[config.mk]
export PLATFORM = sky130hd
export DESIGN_NAME = seq_match_scheduler
export DESIGN_NICKNAME = d
export VERILOG_FILES = /design/src/rtl/seq_match_scheduler.sv
export SDC_FILE = /design/constraint.sdc
export NUM_CORES = 1
export LEC_CHECK = 0
export CELL_PAD_IN_SITES_DETAIL_PLACEMENT = 1
export CELL_PAD_IN_SITES_GLOBAL_PLACEMENT = 1
export CORE_MARGIN = 10
export CORE_UTILIZATION = 28
export DETAILED_ROUTE_END_ITERATION = 16
export PLACE_DENSITY_LB_ADDON = 0.1
export SYNTH_ARGS = -nofsm -noshare
export SYNTH_HDL_FRONTEND = slang
export SYNTH_SLANG_ARGS = --single-unit
[constraint.sdc]
create_clock -name clk -period 1.73 [get_ports clk]
set_input_delay 0.173 -clock clk [delete_from_list [all_inputs] [get_ports clk]]
set_output_delay 0.173 -clock clk [all_outputs]
set_load 0.01 [all_outputs]
[src/rtl/seq_match_scheduler.sv]
// Serializes valid/ready words MSB-first into an overlapping pattern matcher,
// counts matches, raises a sticky threshold irq. Optional masked compare: PATTERN_MASK_EN.
module seq_match_scheduler #(
  parameter int PAT_W  = 4,
  parameter int DATA_W = 8,
  parameter int CNT_W  = 8
) (
  input  logic              clk,
  input  logic              reset,
  input  logic              cfg_we,
  input  logic [PAT_W-1:0]  cfg_pattern,
  input  logic [CNT_W-1:0]  cfg_threshold,
`ifdef PATTERN_MASK_EN
  input  logic [PAT_W-1:0]  cfg_mask,
`endif
  input  logic              start,
  input  logic              stop,
  input  logic              in_valid,
  output logic              in_ready,
  input  logic [DATA_W-1:0] in_data,
  output logic              busy,
  output logic              match_pulse,
  output logic [CNT_W-1:0]  match_count,
  output logic              irq,
  input  logic              irq_clr
);

  localparam int SC_W   = (DATA_W > 1) ? $clog2(DATA_W) : 1;
  localparam int FILL_W = $clog2(PAT_W + 1);
  localparam logic [SC_W-1:0]   SC_LAST   = SC_W'(DATA_W - 1);
  localparam logic [FILL_W-1:0] FILL_FULL = FILL_W'(PAT_W);
  localparam logic [CNT_W-1:0]  CNT_MAX   = '1;

  typedef enum logic [1:0] {
    S_IDLE  = 2'd0,
    S_WAIT  = 2'd1,
    S_SHIFT = 2'd2,
    S_DRAIN = 2'd3
  } state_t;

  state_t              r_state;
  state_t              w_state_nxt;
  logic [PAT_W-1:0]    r_pattern;
  logic [CNT_W-1:0]    r_threshold;
  logic [PAT_W-2:0]    r_hist;
  logic [FILL_W-1:0]   r_fill;
  logic [DATA_W-1:0]   r_word;
  logic [SC_W-1:0]     r_shcnt;
  logic                r_match_pulse;
  logic [CNT_W-1:0]    r_count;
  logic                r_irq;
  logic [PAT_W-1:0]    w_mask;
  logic                w_shifting;
  logic                w_last;
  logic                w_accept;
  logic                w_bit;
  logic [PAT_W-1:0]    w_hist_nxt;
  logic [FILL_W-1:0]   w_fill_nxt;
  logic                w_cmp;
  logic                w_match;
  logic                w_cnt_inc;
  logic [CNT_W-1:0]    w_cnt_nxt;
  logic                w_irq_set;
  logic                w_idle;

`ifdef PATTERN_MASK_EN
  logic [PAT_W-1:0]    r_mask;
  assign w_mask = r_mask;

  // Compare mask register, loaded alongside the pattern while idle.
  always_ff @(posedge clk or negedge reset) begin
    if (!reset) begin
      r_mask <= '1;
    end else if (w_idle && cfg_we) begin
      r_mask <= cfg_mask;
    end
  end
`else
  assign w_mask = '1;
`endif

  assign w_idle     = (r_state == S_IDLE);
  assign w_shifting = (r_state == S_SHIFT) || (r_state == S_DRAIN);
  assign w_last     = w_shifting && (r_shcnt == SC_LAST);
  assign w_accept   = in_valid && in_ready;

  // Incoming bit joins the history; fill counts the bit being shifted in this edge.
  assign w_bit      = r_word[DATA_W-1];
  assign w_hist_nxt = {r_hist, w_bit};
  assign w_fill_nxt = (r_fill == FILL_FULL) ? r_fill : (r_fill + FILL_W'(1));
  assign w_cmp      = (((w_hist_nxt ^ r_pattern) & w_mask) == '0);
  assign w_match    = w_shifting && (w_fill_nxt == FILL_FULL) && w_cmp;

  assign w_cnt_inc  = w_match && (r_count != CNT_MAX);
  assign w_cnt_nxt  = r_count + CNT_W'(1);
  assign w_irq_set  = w_cnt_inc && (r_threshold != '0) && (w_cnt_nxt == r_threshold);

  assign busy        = !w_idle;
  assign match_pulse = r_match_pulse;
  assign match_count = r_count;
  assign irq         = r_irq;

  // State register.
  always_ff @(posedge clk or negedge reset) begin
    if (!reset) begin
      r_state <= S_IDLE;
    end else begin
      r_state <= w_state_nxt;
    end
  end

  // Next-state and handshake decode; DRAIN is a SHIFT with stop already latched.
  always_comb begin
    w_state_nxt = r_state;
    in_ready    = 1'b0;
    case (r_state)
      S_IDLE: begin
        if (start) begin
          w_state_nxt = S_WAIT;
        end else begin
          w_state_nxt = S_IDLE;
        end
      end
      S_WAIT: begin
        in_ready = 1'b1;
        if (in_valid) begin
          w_state_nxt = stop ? S_DRAIN : S_SHIFT;
        end else if (stop) begin
          w_state_nxt = S_IDLE;
        end else begin
          w_state_nxt = S_WAIT;
        end
      end
      S_SHIFT: begin
        in_ready = w_last;
        if (w_last) begin
          if (in_valid) begin
            w_state_nxt = stop ? S_DRAIN : S_SHIFT;
          end else begin
            w_state_nxt = stop ? S_IDLE : S_WAIT;
          end
        end else if (stop) begin
          w_state_nxt = S_DRAIN;
        end else begin
          w_state_nxt = S_SHIFT;
        end
      end
      S_DRAIN: begin
        if (w_last) begin
          w_state_nxt = S_IDLE;
        end else begin
          w_state_nxt = S_DRAIN;
        end
      end
      default: begin
        w_state_nxt = S_IDLE;
      end
    endcase
  end

  // Configuration, history, match counter and sticky irq.
  always_ff @(posedge clk or negedge reset) begin
    if (!reset) begin
      r_pattern     <= '0;
      r_threshold   <= '0;
      r_hist        <= '0;
      r_fill        <= '0;
      r_count       <= '0;
      r_irq         <= 1'b0;
      r_match_pulse <= 1'b0;
    end else begin
      if (w_idle && cfg_we) begin
        r_pattern   <= cfg_pattern;
        r_threshold <= cfg_threshold;
      end
      if (w_idle && start) begin
        r_hist  <= '0;
        r_fill  <= '0;
        r_count <= '0;
        r_irq   <= 1'b0;
      end else begin
        if (w_shifting) begin
          r_hist <= w_hist_nxt[PAT_W-2:0];
          r_fill <= w_fill_nxt;
        end
        if (w_cnt_inc) begin
          r_count <= w_cnt_nxt;
        end
        // A set in the same cycle as a clear must win.
        if (w_irq_set) begin
          r_irq <= 1'b1;
        end else if (irq_clr) begin
          r_irq <= 1'b0;
        end
      end
      r_match_pulse <= w_match;
    end
  end

  // Word shift register; an accept in the last shift cycle reloads with no bubble.
  always_ff @(posedge clk or negedge reset) begin
    if (!reset) begin
      r_word  <= '0;
      r_shcnt <= '0;
    end else if (w_accept) begin
      r_word  <= in_data;
      r_shcnt <= '0;
    end else if (w_shifting) begin
      r_word  <= r_word << 1;
      r_shcnt <= r_shcnt + SC_W'(1);
    end
  end

endmodule

# Yosys cells after proc, flatten, opt, wreduce, memory -nomap -nowiden

Cells that the tools add are included.

Word-level logic and storage cells: 62
Register bits: 41
Bits of input ports: 27
Output and inout port bits: 12

Muxes and demuxes: 22
Bitwise logic cells: 1
Reduce and logical (&&, ||, !) cells: 18
$add $sub $neg: 3
Eq/ne operators: 8

Operators with widths:

| operator            | number |
|---|---|
| $mux 8              | 4 |
| $mux 3              | 7 |
| $eq 3x3->1 const B  | 3 |
| $logic_and 1x1->1   | 9 |
| $add 8x1->8 const B | 1 |
| $eq 8x8->1          | 1 |
| $ne 8x8->1 const B  | 1 |
| $pmux 2 s4          | 1 |
| $reduce_bool 8->1   | 1 |
| $add 3x1->3 const B | 2 |
| $mux 1              | 6 |
| $mux 2              | 3 |
| $reduce_bool 2->1   | 3 |
| $eq 2x2->1 const B  | 2 |
| $logic_not 4->1     | 1 |
| $xor 4x4->4         | 1 |
| $reduce_bool 3->1   | 1 |
| $eq 2x1->1 const B  | 1 |
| $logic_not 2->1     | 1 |
| $pmux 1 s2          | 1 |
| $logic_not 1->1     | 1 |
| $logic_or 1x1->1    | 1 |

# Logic depth before layout (Yosys ltp)

Gate-level depths: netlist of run 1.

Depth in word-level cells: 10
Gate-level depth with buffers: 8

# Worst setup path after synthesis of run 1

Ideal clock, no wire load.

Kind: reg2reg
Start point: register r_fill[0]
End point: register r_count[4] (netlist: match_count[4])
Clock period less this slack: 1.901 ns
Data required time: 1.652 ns
Arrival time: 1.823 ns
Setup time: 0.078 ns
Cell stages (with the launch flop): 9
Setup slack: -0.171 ns
Cell sequence: dfrtp_1 -> inv_1 -> ha_1 -> a21bo_1 -> a221oi_2 -> nand4_1 -> buf_2 -> or3_1 -> a21oi_1

Cells in the longest elaborated chain, start to end: 7
Elaborated cells between the ends (all ways): 8
Those cells by class: add/sub (1); eq/ne (2); mux (1); reduce/logical (4)

RTL lines:

| item                                             | RTL line | RTL |
|---|---|---|
| start, declared                                  | 46       | `logic [FILL_W-1:0] r_fill;` |
| start signal, assigned                           | 184      | `r_fill <= w_fill_nxt;` |
| $add 3x1->3 / $eq 3x3->1 (equally long branches) | 90       | `assign w_fill_nxt = (r_fill == FILL_FULL) ? r_fill : (r_fill + FILL_W'(1));` |
| $mux 3 *                                         | 90       |  |
| $eq 3x3->1 *                                     | 92       | `assign w_match = w_shifting && (w_fill_nxt == FILL_FULL) && w_cmp;` |
| $logic_and 1x1->1 * (2 in a row)                 | 92       |  |
| $logic_and 1x1->1 *                              | 94       | `assign w_cnt_inc = w_match && (r_count != CNT_MAX);` |
| $reduce_bool 2->1 (no source line) *             | n/a      |  |
| end signal, assigned                             | 187      | `r_count <= w_cnt_nxt;` |
| end, declared                                    | 50       | `logic [CNT_W-1:0] r_count;` |

Every way passes the cells marked *; elsewhere a longest branch is shown, timed or not.
A chain may end at the register's enable or synchronous reset.

# Worst setup path in the final report of run 1

Same ends and word-level chain as after synthesis.

==> results.yml, run 1 <==
outcome:
  violations: "negative setup slack"
  status: "complete, but fails checks"
yosys:
  synth_area_per_cell_um2: 9.975
  synthTopCellsByArea: "dfrtp_1 47%, mux2_2 6.8%, ha_1 5.8%"
  synth_largest_area_cell: "dfrtp_1"
  ys_types: 38
  synth_common_cells: "41 x dfrtp_1, 28 x nand2_1, 18 x a21oi_1"
  syn-cell-area_um2: 2165
  synthCells: 217
  seq_area_frac_synth: 0.4740
  synth_seq_cells: 41
  synth_top_area_frac: 0.4740
  synth-main-ff-cell: "dfrtp_1"
  yosysMostFrequentCell: "dfrtp_1"
  yosys_warnings: 0
  synth_edf_count: 0
  syn_nets: 254
  async_reset_ff_frac: 1.000
critical_path:
  worstPathArrival_ns: 2.20
  critical_path_class: "reg2reg"
  required_ns: 1.96
  end_kind: "flip-flop"
  crit_path_start_kind: "flip-flop"
  critPathMaxFanout: 3
finish:
  diodes: 0
  fin_util: 0.4202
  syn_to_final_growth_pct: 47.69
  nets: 334
  n_fill_cell: 860
  drive_above_1_share: 0.2919
drt:
  routed_wl_mm: 6.062
  drtPass1Iterations: 4
  wl_per_cell_um: 15.16
  antenna_left: 0
  avgViaCountPerCell: 4.685
  drtIter0Drc: 39
  vias: 1874
  drc_errors: 0
min_path:
  min_path_type: "in2async"
timing:
  layout_setup_ws_ns: -0.2417
  hold_ws_ns: 0.3701
  rsz0062_at_grt: "yes"
  setup_viol: 9
  min_period_over_period: 1.140
  worstMarginPinSlew_ns: 0.3160
  clock_skew_ns: 0.008036
  hold_violations: 0
  relSlewSlack: 0.7877
  final.min_clock_period_ns: 1.972
  slew_viol_final: 0
  fmax_ghz: 0.5072
place:
  hpwl_mm: 4.439
  gp_congestion: 0.7647
  port_buffers: 38
clock_tree:
  htree_levels: 2
  clock_latency_ns: 0.30
  numCtsBuffers: 5
  cts_sinks: 41
  root_buffer: "clkbuf_8"
  max-clock-path-buffers: 2
  cts_tree: "done"
  clk_transition_reported_paths_ns: 0.08
floorplanning:
  die_h_um: 107.9
  die_x_um: 107.9
  start_util: 0.2845
  die_area_um2: 11650
  io_pins: 39
  core_um2: 7607
  num_rows: 32
global_route:
  gr-total-overflow: 0
  antenna_found_initial: 0
  met2_usage: 0.1691
  grt_busiest_layer: "met2"
  grt_max_degree: 42
  use_met3: 0.02515
  grt_pass1_wl_mm: 10.10
  grt_util_all_layers: 0.1076
  grt_pass1_vias: 2072
  grt_use_met1: 0.1446
power:
  powerDensity_nw_per_um2: 1287
  leakage_nw: 1.373
  ir_drop_v: 0.0005541
job:
  cap_violations: 0
stage by stage:
stage	total power, mW	setup TNS [ns]	cell area [um2]	setup slack, ns	cells
3_5_place_dp	3.347	-1.254	2950	-0.2353	386
5_1_grt	4.484	-2.707	3197	-0.3976	400
3_3_place_gp	3.290	-1.039	2950	-0.1919	386
4_1_cts	4.057	-1.151	3072	-0.2075	396
2_1_floorplan	2.593	-0.5887	2171	-0.1297	217
6_report	4.113	-1.285	3197	-0.2417	400
worst max-delay path, stage by stage, from the launching register on:
cell and delay [ns]:
dfrtp_1 0.38, inv_1 0.06, ha_2 0.20, nand3b_1 0.11
a221oi_2 0.33, nand4_1 0.20, buf_4 0.18, or3_4 0.33
a21oi_2 0.13
power breakdown:
group	leakage (nW)	total [mW]	switching, mW	internal, mW
Combinational	0.807	1.96	0.920	1.04
Sequential	0.521	1.53	0.232	1.29
Clock	0.0450	0.625	0.344	0.280
Total	1.37	4.11	1.50	2.62
flip-flops by register name, indices dropped and copies added, names as in the netlist:
signal       count
r_pattern        4
r_word           8
match_pulse      1
r_hist           3
irq              1
r_threshold      8
r_fill           3
r_state          2
r_shcnt          3
match_count      8
cells by family (layout without fill, tap and decap cells):
kind of cell | after synthesis | in the layout | synth area share
and+or+nand+nor | 76 | 76 | 0.1705
AOI/OAI and AO/OA | 42 | 42 | 0.1208
DFF | 41 | 41 | 0.4740
xor gates and xnor gates | 17 | 17 | 0.06878
muxes | 16 | 16 | 0.08150
buffers and inverters | 15 | 96 | 0.02659
adders and majority gates | 10 | 10 | 0.05780
what timing repair did:
item                       CTS  global route
setup endpoints to repair   11            13
pin swaps                    3             9
buffers inserted             1             4
hold endpoints to repair    41             0
resized for setup           11            22
hold buffers                 1             0
metal layers:
metal	vias to the layer above	share of wire
li1	920	-
met2	26	0.48
met4	0	0.010
met3	5	0.029
met1	923	0.48
met5	-	0
final cells by class:
| class | count | area (um2) | area share |
|---|---|---|---|
| sequential | 41 | 1026 | 0.3209 |
| tap | 102 | 127.6 | 0.03992 |
| multi-input combinational | 161 | 1195 | 0.3738 |
| inverter | 8 | 30.03 | 0.009393 |
| clock inverter | 2 | 10.01 | 0.003131 |
| timing repair buffer | 80 | 735.7 | 0.2301 |
| clock buffer | 6 | 72.57 | 0.02270 |
cells in the final DEF, fill, tap and decap left out, types with 5 or more instances in the layout:
cell type,n
clkbuf_8,5
buf_4,35
nor2_1,13
clkdlybuf4s50_1,35
ha_1,8
nand3_1,5
mux2_2,13
xor2_1,6
xnor2_1,10
a31oi_1,7
a21oi_1,12
nand2_1,28
a21oi_2,5
dfrtp_1,41
o21ai_0,6
inv_1,8
worst paths after layout:
kind | start | to | slack, ns | cells after the start
setup reg to reg | r_fill[0]$_DFFE_PN0P_ | match_count[4]$_DFFE_PN0P_ | -0.24 | 8
hold reg to reg | r_word[0]$_DFFE_PN0P_ | r_word[0]$_DFFE_PN0P_ | 0.52 | 2
setup / recovery | r_fill[0]$_DFFE_PN0P_ | match_count[4]$_DFFE_PN0P_ | -0.24 | 8
hold / removal | reset | irq$_DFFE_PN0P_ | 0.37 | 3
max in group asynchronous | reset | r_shcnt[1]$_DFFE_PN0P_ | 1.15 | 3
min in group clk | in_data[0] | r_word[0]$_DFFE_PN0P_ | 0.42 | 3
(Power assumes the default switching activity.)
==> inputs of run 2 (changes only) <==
Settings changed: CORE_MARGIN 10 to 2, HOLD_SLACK_MARGIN set to 0.06, SLEW_MARGIN set to 5.
==> results.yml, run 2 (synthesis results as in run 1) <==
clock_tree:
  max-clock-path-buffers: 2
  cts_tree: "done"
  htree_levels: 2
  numCtsBuffers: 5
  root_buffer: "clkbuf_8"
  clk_transition_reported_paths_ns: 0.08
  clock_latency_ns: 0.30
  cts_sinks: 41
critical_path:
  cpMaxStageDelayCell: "dfrtp_1"
  endpoint: "match_count[2]$_DFFE_PN0P_"
  critPathTopFamily: "compound AO/OA/AOI/OAI gates"
  critical_path_class: "reg2reg"
  worst_r2r_startpoint: "r_fill[1]$_DFFE_PN0P_"
  end_kind: "flip-flop"
  required_ns: 1.95
  slowest_delay_ns: 0.35
  rrSetupSlack_ns: -0.18
  path_cells: "inv_1 > ha_2 > a21bo_1 > a221oi_2 > nand4_1 > buf_6 > or3_1 > a21oi_1"
  critPathBufInv: 2
  startpoint: "r_fill[1]$_DFFE_PN0P_"
  reg2reg_to: "match_count[2]$_DFFE_PN0P_"
  crit_cells: 8
  crit_path_start_kind: "flip-flop"
  critPathMaxFanout: 10
  worstPathArrival_ns: 2.13
  reg2reg_depth: 8
finish:
  drive_above_1_share: 0.2551
  final_cell_area_um2: 3133
  diodes: 0
  nets: 330
  fin_cells: 396
  final_common_cell: "dfrtp_1"
  final_cell_mix: "41 x dfrtp_1, 35 x clkdlybuf4s50_1, 33 x buf_4"
  syn_to_final_growth_pct: 44.74
floorplanning:
  io_pins: 39
  die_area_um2: 8450
  die_x_um: 91.93
  start_util: 0.2845
  core_um2: 7607
  die_h_um: 91.93
  num_rows: 32
drt:
  avgViaCountPerCell: 4.705
  vias: 1863
  routed_wl_mm: 5.402
  drc_errors: 0
  antenna_left: 0
  drtPass1Iterations: 4
  wl_per_cell_um: 13.64
  drtIter0Drc: 56
place:
  gp_congestion: 0.7894
  port_buffers: 38
  place_area_um2: 2943
  preCtsSetupSlack_ns: -0.1933
  placedCellCount: 385
  hpwl_mm: 4.040
global_route:
  antenna_found_initial: 0
  grt_util_all_layers: 0.1412
  grt_pass1_vias: 1944
  grt_max_degree: 42
  gr-total-overflow: 0
  grt_pass1_wl_mm: 9.425
timing:
  worstMarginPinSlew_ns: 0.3466
  rsz0062_at_grt: "yes"
  layout_setup_ws_ns: -0.1811
  final.min_clock_period_ns: 1.911
  fmax_ghz: 0.5233
  hold_violations: 0
  hold_ws_ns: 0.3641
  slew_viol_final: 0
  min_period_over_period: 1.105
  setup_viol: 6
  clock_skew_ns: 0.005507
  relSlewSlack: 0.7672
power:
  leakage_nw: 1.337
  ir_drop_v: 0.0004729
  finalPower_mw: 3.995
  powerDensity_nw_per_um2: 1275
outcome:
  status: "complete, but fails checks"
  violations: "negative setup slack"
job:
  cap_violations: 0
min_path:
  min_path_type: "in2async"
==> run 2: cell types whose count changed in the layout (fill, tap and decap cells not counted), sizes merged <==
| cell | delta |
|---|---|
| buf | -4 |
| clkinv | -2 |
| clkinvlp | +2 |
==> run 2: cell type report <==
cell class / count / area, um2
clock buffers: 6 / 72.57
clock inverters: 2 / 15.01
fillers: 882 / 4474
inverters: 8 / 30.03
multi-input cells: 161 / 1164
flip-flops and latches: 41 / 1026
well taps: 102 / 127.6
repair buffers: 76 / 698.2
==> run 2: stage by stage <==
| stage | TNS [ns] | util |
|---|---|---|
| 2_1_floorplan | -0.5887 | - |
| 3_3_place_gp | -0.7538 | 0.3868 |
| 3_5_place_dp | -0.9689 | 0.3868 |
| 4_1_cts | -0.8462 | 0.4008 |
| 5_1_grt | -2.158 | 0.4118 |
| 6_report | -0.8437 | 0.4118 |
==> run 2: worst min path at each step <==
| stage | slack [ns] | from | endpoint | cells past startpoint |
|---|---|---|---|---|
| final | 0.36 | reset | irq$_DFFE_PN0P_ | 3 |
| after detailed placement | 0.17 | reset | irq$_DFFE_PN0P_ | 2 |
| after floorplan | -0.12 | reset | irq$_DFFE_PN0P_ | 0 |
| after global placement | 0.17 | reset | r_threshold[5]$_DFFE_PN0P_ | 2 |
| after global routing | 0.38 | reset | r_threshold[5]$_DFFE_PN0P_ | 3 |
| after CTS | 0.38 | reset | r_threshold[5]$_DFFE_PN0P_ | 3 |
==> run 2: repair_timing <==
action / CTS / global route
setup buffers: 0 / 2
hold endpoints to repair: 41 / 0
pin swaps: 3 / 2
hold buffers: 1 / 0
resized for setup: 10 / 13
endpoints found under the setup margin: 11 / 12
==> run 2: metal layers <==
layer  part of all wire  vias to the layer above  global-route usage
met5                  0                        -                   0
met4              0.015                        0             0.04851
met3              0.029                        6             0.03205
met2               0.46                       24              0.2145
met1               0.49                      921              0.1982
li1                   -                      912                   -
==> run 2: power breakdown <==
part	total (mW)	switching, mW	leakage [nW]	internal [mW]
registers	1.53	0.236	0.521	1.30
clock network	0.625	0.341	0.0374	0.284
logic	1.84	0.851	0.778	0.988
==> run 2: worst min-delay path, cell delays in order <==
cell,delay (ns)
dlygate4sd3_1,0.52
buf_2,0.12
buf_12,0.22
